### src/rtl/wb_master_arbiter_pkg.sv
// Shared types and constants for the Wishbone N-master arbiter.
package wb_arb_pkg;

   typedef enum logic {ARB_IDLE, ARB_GRANT} arb_state_t;

   localparam int PRIO_RR    = 0;
   localparam int PRIO_FIXED = 1;

endpackage

### src/rtl/wb_master_arbiter_pick.sv
// Combinational picker: round-robin starting after ptr, or fixed lowest-index-first.
module wb_arb_pick
   import wb_arb_pkg::*;
#(
   parameter int NUM_MASTERS = 2,
   parameter int PTR_WIDTH   = 1
) (
   input  logic [NUM_MASTERS-1:0] req,
   input  logic [PTR_WIDTH-1:0]   ptr,
   input  logic                   mode,
   output logic [NUM_MASTERS-1:0] gnt,
   output logic                   valid
);

   localparam int unsigned NM = NUM_MASTERS;

   logic [PTR_WIDTH-1:0] idx;

   always_comb begin
      gnt   = '0;
      valid = 1'b0;
      idx   = '0;
      for (int unsigned k = 0; k < NM; k++) begin
         if (mode == 1'(PRIO_FIXED))
            idx = PTR_WIDTH'(k);
         else
            idx = PTR_WIDTH'((32'(ptr) + k + 32'd1) % NM);
         if (!valid && req[idx]) begin
            gnt[idx] = 1'b1;
            valid    = 1'b1;
         end
      end
   end

endmodule

### src/rtl/wb_master_arbiter.sv
// N-master to 1-slave classic Wishbone arbiter with registered one-hot grant,
// round-robin or fixed priority, and bounded-burst preemption on ack edges.
module wb_master_arbiter
   import wb_arb_pkg::*;
#(
   parameter int NUM_MASTERS   = 2,
   parameter int ADDR_WIDTH    = 32,
   parameter int DATA_WIDTH    = 32,
   parameter int PRIORITY_MODE = 0,
   parameter int MAX_BURST     = 8
) (
   input  logic                                  clk,
   input  logic                                  reset,
   input  logic [NUM_MASTERS-1:0]                m_wb_cyc_i,
   input  logic [NUM_MASTERS-1:0]                m_wb_stb_i,
   input  logic [NUM_MASTERS-1:0]                m_wb_we_i,
   input  logic [NUM_MASTERS*ADDR_WIDTH-1:0]     m_wb_adr_i,
   input  logic [NUM_MASTERS*DATA_WIDTH-1:0]     m_wb_dat_i,
   input  logic [NUM_MASTERS*(DATA_WIDTH/8)-1:0] m_wb_sel_i,
   output logic [NUM_MASTERS-1:0]                m_wb_ack_o,
   output logic [DATA_WIDTH-1:0]                 m_wb_dat_o,
   output logic                                  s_wb_cyc_o,
   output logic                                  s_wb_stb_o,
   output logic                                  s_wb_we_o,
   output logic [ADDR_WIDTH-1:0]                 s_wb_adr_o,
   output logic [DATA_WIDTH-1:0]                 s_wb_dat_o,
   output logic [DATA_WIDTH/8-1:0]               s_wb_sel_o,
   input  logic                                  s_wb_ack_i,
   input  logic [DATA_WIDTH-1:0]                 s_wb_dat_i,
   output logic [NUM_MASTERS-1:0]                grant_o
);

   localparam int SW = DATA_WIDTH / 8;
   localparam int PW = $clog2(NUM_MASTERS);
   localparam int BW = (MAX_BURST > 2) ? $clog2(MAX_BURST) : 1;
   localparam logic [BW-1:0] BURST_LAST = (MAX_BURST > 0) ? BW'(MAX_BURST - 1) : '0;

   arb_state_t             state, state_nx;
   logic [NUM_MASTERS-1:0] grant, grant_nx, pick_req, pick_gnt, others;
   logic [PW-1:0]          rr_ptr, rr_ptr_nx, pick_idx;
   logic [BW-1:0]          burst_cnt, burst_nx;
   logic                   pick_valid, rearb, acked;

   wb_arb_pick #(
      .NUM_MASTERS (NUM_MASTERS),
      .PTR_WIDTH   (PW)
   ) u_pick (
      .req   (pick_req),
      .ptr   (rr_ptr),
      .mode  (PRIORITY_MODE == PRIO_FIXED),
      .gnt   (pick_gnt),
      .valid (pick_valid)
   );

   always_comb begin
      pick_idx = '0;
      for (int unsigned i = 0; i < NUM_MASTERS; i++)
         if (pick_gnt[i]) pick_idx = PW'(i);
   end

   assign acked  = s_wb_ack_i && |(grant & m_wb_stb_i);
   assign others = m_wb_cyc_i & ~grant;

   // With MAX_BURST==0 the counter never leaves zero, so preemption is disabled.
   always_comb begin
      state_nx  = state;
      grant_nx  = grant;
      rr_ptr_nx = rr_ptr;
      burst_nx  = burst_cnt;
      pick_req  = m_wb_cyc_i;
      rearb     = 1'b0;
      unique case (state)
         ARB_IDLE: rearb = |m_wb_cyc_i;
         ARB_GRANT: begin
            pick_req = others;
            if (!(|(m_wb_cyc_i & grant)))
               rearb = 1'b1;
            else if (MAX_BURST > 0 && acked && burst_cnt == BURST_LAST && |others)
               rearb = 1'b1;
            else if (acked && burst_cnt != BURST_LAST)
               burst_nx = burst_cnt + 1'b1;
         end
      endcase
      if (rearb) begin
         burst_nx = '0;
         if (pick_valid) begin
            state_nx  = ARB_GRANT;
            grant_nx  = pick_gnt;
            rr_ptr_nx = pick_idx;
         end else begin
            state_nx = ARB_IDLE;
            grant_nx = '0;
         end
      end
   end

   always_ff @(posedge clk) begin
      if (!reset) begin
         state     <= ARB_IDLE;
         grant     <= '0;
         rr_ptr    <= PW'(NUM_MASTERS - 1);
         burst_cnt <= '0;
      end else begin
         state     <= state_nx;
         grant     <= grant_nx;
         rr_ptr    <= rr_ptr_nx;
         burst_cnt <= burst_nx;
      end
   end

   always_comb begin
      s_wb_cyc_o = 1'b0;
      s_wb_stb_o = 1'b0;
      s_wb_we_o  = 1'b0;
      s_wb_adr_o = '0;
      s_wb_dat_o = '0;
      s_wb_sel_o = '0;
      for (int unsigned i = 0; i < NUM_MASTERS; i++) begin
         if (state == ARB_GRANT && grant[i]) begin
            s_wb_cyc_o = m_wb_cyc_i[i];
            s_wb_stb_o = m_wb_stb_i[i];
            s_wb_we_o  = m_wb_we_i[i];
            s_wb_adr_o = m_wb_adr_i[i*ADDR_WIDTH +: ADDR_WIDTH];
            s_wb_dat_o = m_wb_dat_i[i*DATA_WIDTH +: DATA_WIDTH];
            s_wb_sel_o = m_wb_sel_i[i*SW +: SW];
         end
      end
   end

   assign m_wb_ack_o = grant & m_wb_stb_i & {NUM_MASTERS{s_wb_ack_i}};
   assign m_wb_dat_o = s_wb_dat_i;
   assign grant_o    = grant;

endmodule

### config.mk
export PLATFORM = sky130hd
export DESIGN_NAME = wb_master_arbiter
export DESIGN_NICKNAME = d
export VERILOG_FILES = /design/src/rtl/wb_master_arbiter_pkg.sv /design/src/rtl/wb_master_arbiter_pick.sv /design/src/rtl/wb_master_arbiter.sv
export SDC_FILE = /design/constraint.sdc
export NUM_CORES = 1
export LEC_CHECK = 0
export ABC_AREA = 1
export BUFFER_PORTS_ARGS = -buffer_cell sky130_fd_sc_hd__buf_2
export CORE_AREA = 2 2 112 114
export DETAILED_ROUTE_END_ITERATION = 12
export DIE_AREA = 0 0 114 116
export SLEW_MARGIN = 20
export SYNTH_ARGS = -nofsm -noshare
export SYNTH_HDL_FRONTEND = slang
export SYNTH_SLANG_ARGS = --single-unit
export TNS_END_PERCENT = 5
### constraint.sdc
create_clock -name clk -period 1.83 [get_ports clk]
set_clock_uncertainty 0.15 [all_clocks]
set_input_delay 0.366 -clock clk [delete_from_list [all_inputs] [get_ports clk]]
set_output_delay 0.366 -clock clk [all_outputs]
set_load 0.05 [all_outputs]
### Word level (Yosys, flattened, before mapping)

Index checks and enable logic that the tools add are counted.

* flip-flop bits (word level): 7
* input bits: 177
* output and inout bits: 107
* word-level logic and storage cells: 70

* $add $sub $neg: 3
* $lt $le $gt $ge: 4
* equality and inequality tests: 2
* mux-type cells: 31
* bitwise logic cells: 9
* reductions and logical operators: 17

Operators by type and width (number)
* two-way mux 32 bit: 4
* two-way mux 1 bit: 18
* OR reduction 2 bit: 5
* logical AND 1 bit: 9
* AND 2 bit: 4
* two-way mux 2 bit: 4
* two-way mux 4 bit: 2
* < comparator 1 x 2 -> 1 bit (second input constant): 2
* AND reduction 4 bit: 1
* adder 3 x 1 -> 3 bit (second input constant): 1
* == test 3 bit (second input constant): 1
* inequality test 3 bit (second input constant): 1
* inverter 1 bit: 3
* adder 1 bit (second input constant): 2
* demux 1 bit (select 1 bit): 2
* greater-or-equal comparator 1 bit (second input constant): 2
* inverter 2 bit: 1
* bitwise OR 2 bit: 1
* one-hot mux 1 bit (2 select lines): 1
* AND reduction 2 bit: 1
* zero test 1 bit: 1

### Depth between registers and ports, before layout

* depth after elaboration: 10
* depth in mapped cells: 9
* gate-level depth less buffers: 9

### Hierarchy

A second synthesis with hierarchy kept.

* cells, all modules: 338
* area, all modules: 1689.1 um^2

Modules (own cells, without submodules)
* wb_master_arbiter: instances 1, cells each 328, area an instance 1650.3 um^2, seq. area each 140.1 um^2
* wb_arb_pick: instances 1, cells each 10, area an instance 38.8 um^2, seq. area each 0.0 um^2

### Worst setup path after synthesis

OpenSTA, ideal clock, no wires.

* path kind: flip-flop to output port
* start point: register grant[0] (netlist: grant_o[0])
* end point: output s_wb_adr_o[0]
* arrival time: 2231 ps
* data required time: 1314 ps
* setup slack: -917 ps
* cell stages (with the launch flop): 4
* buffers on the path: 1
* cells stage by stage: dfxtp_1 -> nand2_1 -> clkbuf_1 -> o21ai_0

* word-level cells in the longest chain between the ends: 3

Ends and longest elaborated chain
* from (decl): line wb_master_arbiter.sv:39 `logic [NUM_MASTERS-1:0] grant, grant_nx, pick_req, pick_gnt, others;`
* from (signal assigned): line wb_master_arbiter.sv:105 `grant <= grant_nx;`
* logical AND 1 bit: line wb_master_arbiter.sv:119 `if (state == ARB_GRANT && grant[i]) begin`
* two-way mux 32 bit (2 in a row): line wb_master_arbiter.sv:119
* to (decl): line wb_master_arbiter.sv:25 `output logic [ADDR_WIDTH-1:0] s_wb_adr_o,`

No other way between the ends.

### Worst setup path in the final report

* start point: register grant[1] (netlist: grant_o[1])
* end point: output s_wb_sel_o[0]

* word-level cells in the longest chain between the ends: 2

Ends and longest elaborated chain
* logical AND 1 bit: line wb_master_arbiter.sv:119
* two-way mux 4 bit: line wb_master_arbiter.sv:119
* to (decl): line wb_master_arbiter.sv:27 `output logic [DATA_WIDTH/8-1:0] s_wb_sel_o,`

No other way between the ends.

==> summary.txt <==
Floorplan
  • Row cnt: 40
  • Vert. Die Dim: around 120 microns
  • Number of I/O pins: around 280
  • Chip width: roughly 110 microns
  • Starting density of the core: 13.9%
  • DIE AREA: 0.0132 sq mm
  • Core Region: about 0.012 sq mm

Yosys
  • Syn Area/Cell: 5.03 sq um
  • Synth top cells by count: nand2_1, o21ai_0, buf_4, clkbuf_1, inv_1
  • Synthesized area: ~0.0017 sq mm
  • Synth Flop Type: dfxtp_1
  • FFs w/ async S/R, synth: 0%
  • Post-synth net total: slightly above 500
  • Yosys cell types: 21
  • Most frequent cell after synthesis: nand2_1
  • Syn. warnings: 0
  • Post-synth EDFFs: 0
  • Post-synthesis sequential area ratio: approximately 8.5%
  • Share of the synthesized area in the top cell type: a little over a third
  • Post-synth top area cell: nand2_1
  • Number of synthesized register bits: 7
  • Syn Inst Count: around 330
  • Synth area leaders: nand2_1, o21ai_0, buf_4

Power
  • Sequential fraction of design power: about a tenth
  • Internal: 0.930 mW
  • Power, Total: about 1.7 mW
  • Worst VDD drop: 0.584 mV
  • Static leakage: between 2 and 2.5 nW
  • Net Switching: around 0.76 mW
  • Clk pwr share: 22.3%
  • Switching share of power: around 45%
  • Combinational power share: about two thirds
  • Ratio of total power to cell area: approximately 420 mW/mm^2

Drt
  • Routed met3 length: ~750 microns
  • Routed wl met2: ~5000 microns
  • WL/cell: approximately 15 microns
  • Drt initial violations: 66
  • Initial DRT Pass Iterations: 4
  • Final wirelength: between 10000 and 15000 microns
  • # DRC: 0
  • Vias per cell: 4.29
  • Routed metal-1 wirelength: approximately 4200 microns
  • Via Count: just under 3000
  • Top sig layer: met4
  • Antenna-violating nets left: 0

Global route
  • GRT Overall Usage: 12.7%
  • Largest net degree at the start of global routing: 47
  • Vias in the first global route: 2522
  • Gr ovfl total: 0
  • First-pass GRT wire length: ~13000 microns
  • Antenna violations before repair: 0

Worst setup path
  • R2R depth: 10
  • Reg2reg setup slack: ~0.29 ns
  • R2R Path End: rr_ptr
  • CP max FO: 9
  • Crit end category: primary output
  • CP Launch Type: flip-flop
  • Capture point of the worst path: s_wb_sel_o[0]
  • Crit path arrival time: around 1.4 ns
  • WS Path Type: flip-flop to primary output
  • Crit. Startpoint: grant_o[1]
  • CP Data Required Time: about 1.3 ns
  • Reg2reg start: grant_o[1]

Cells and area
  • Filler cell count: around 1300
  • Layout area overhead: 145%
  • Core Util, Final: between 30% and 40%
  • Area of the multi-input gates: between 0.001 and 0.0015 sq mm
  • Register area: roughly 150 sq um
  • Post-layout net count: 706
  • Share of layout cells above drive strength 1: between 60 and 70%
  • Ant diodes: 0

Timing
  • Max Clk Rate: about 520 MHz
  • Slew HR: a little over four fifths
  • Measured slew at the worst slew-check pin: 0.254 ns
  • RSZ-0062 raised after global routing: yes
  • Fin Hold WS: approximately 0.25 ns
  • Setup ws final: -0.0873 ns
  • Setup violations, final: between 40 and 50
  • Max-slew violations: 0
  • Min Tclk post-route: roughly 1.9 ns
  • Fin. Hold Viols: 0
  • Period utilization: 105%

Place
  • Placer Congestion: approximately 0.8
  • Buffers on Ports: ~220
  • Detailed placement HPWL: ~6000 microns
  • Worst slack, placed: -0.157 ns

CTS
  • H-tree levels: 1
  • Clock-pin slew on the worst setup and hold paths: 0.04 ns
  • Clk Latency, worst-skew pair: about 0.23 ns
  • Clk buf depth: 2
  • Clock root cell: clkbuf_16
  • TritonCTS Buffers: 3
  • CTS Sinks: 7
  • CTS tree: built

Run status
  • Violated checks: negative setup slack
  • Outcome: finished with violations

Hold path
  • Worst Hold Class: input pin to flip-flop

Flow run
  • MaxCap Viol Count: 0
-- flip-flops by register name, indices dropped and copies added (netlist names) --
signal	cells
state	1
burst_cnt	3
grant_o	2
rr_ptr	1
-- kinds of logic after synthesis --
group | after synthesis | synth area share (%)
and+or+nand+nor | 177 | 43.7
AOI/OAI and AO/OA | 76 | 23.5
buffers and inverters | 65 | 22.2
DFF | 7 | 8.49
adders and majority gates | 2 | 1.52
xor gates and xnor gates | 1 | 0.531
-- routing by layer --
layer | up-vias | global-route usage [%]
met5 | - | 0
met2 | 150 | 22.5
li1 | 1427 | -
met3 | 21 | 2.82
met1 | 1291 | 16.0
met4 | 0 | 2.20
-- worst max-delay path, stage by stage, from the launching register on --
cell and delay, ns:
dfxtp_4 0.40, nand2_4 0.09, clkinv_8 0.08, buf_12 0.12, buf_16 0.13, nand2_1 0.05
o21ai_1 0.10, buf_6 0.19
-- area by class of cell --
cell class,count,area share [%]
clock buffer,4,1.95
inverter,12,1.73
multi-input combinational,256,35.4
sequential,7,3.68
tap,147,4.54
timing repair buffer,247,52.7
-- power groups by stage --
stage          clock network [mW]  logic (mW)  registers, mW
3_3_place_gp                    0       0.818          0.171
5_1_grt                     0.388        1.20          0.175
6_report                    0.376        1.14          0.174
2_1_floorplan                   0       0.663          0.185
3_5_place_dp                    0       0.815          0.172
4_1_cts                     0.380        1.02          0.172
-- stage by stage --
step	TNS, ns	std cells	instance area, sq um
floorplan	-45.22	328	1670
global placement	-0.169	651	2820
detailed placement	-0.157	651	2820
CTS	-3.99	670	3570
global route	-4.19	673	4050
finish	-1.84	673	4050
-- worst min-delay path by stage --
stage / from / endpoint / slack [ns] / cells after the start
after floorplan: rr_ptr / rr_ptr / 0.29 / 2
after global placement: rr_ptr / rr_ptr / 0.31 / 2
after detailed placement: rr_ptr / rr_ptr / 0.32 / 2
after CTS: m_wb_cyc_i[0] / state / 0.25 / 3
after global routing: reset / grant_o[0] / 0.26 / 3
final: m_wb_cyc_i[0] / state / 0.25 / 3
-- repair_timing --
action / in CTS / in global routing
setup endpoints to repair: 71 / 71
hold buffers: 0 / 0
cloned: 9 / 3
buffers inserted: 6 / 1
pin swaps: 2 / 2
gates resized for setup: 134 / 159
-- cell usage in the layout (no fill, tap or decap) --
master and count:
buf_2 148, nand2_1 132, buf_6 70, o21ai_2 50
nand2_2 26, o21ai_1 20, buf_12 13, inv_1 9
nand2_4 6, nand3_1 6, clkbuf_16 6, buf_16 6
nor2_1 5, buf_4 5, dfxtp_1 4, clkinv_8 2
o21ai_4 2, a21oi_2 2, ha_1 2, bufbuf_16 2
dfxtp_4 2, nand3_2 1, a21oi_1 1, nand3_4 1
clkinv_1 1, o21ai_0 1, xor2_1 1, clkbuf_1 1
dfxtp_2 1
No activity file was read; power rests on OpenSTA's default activity.
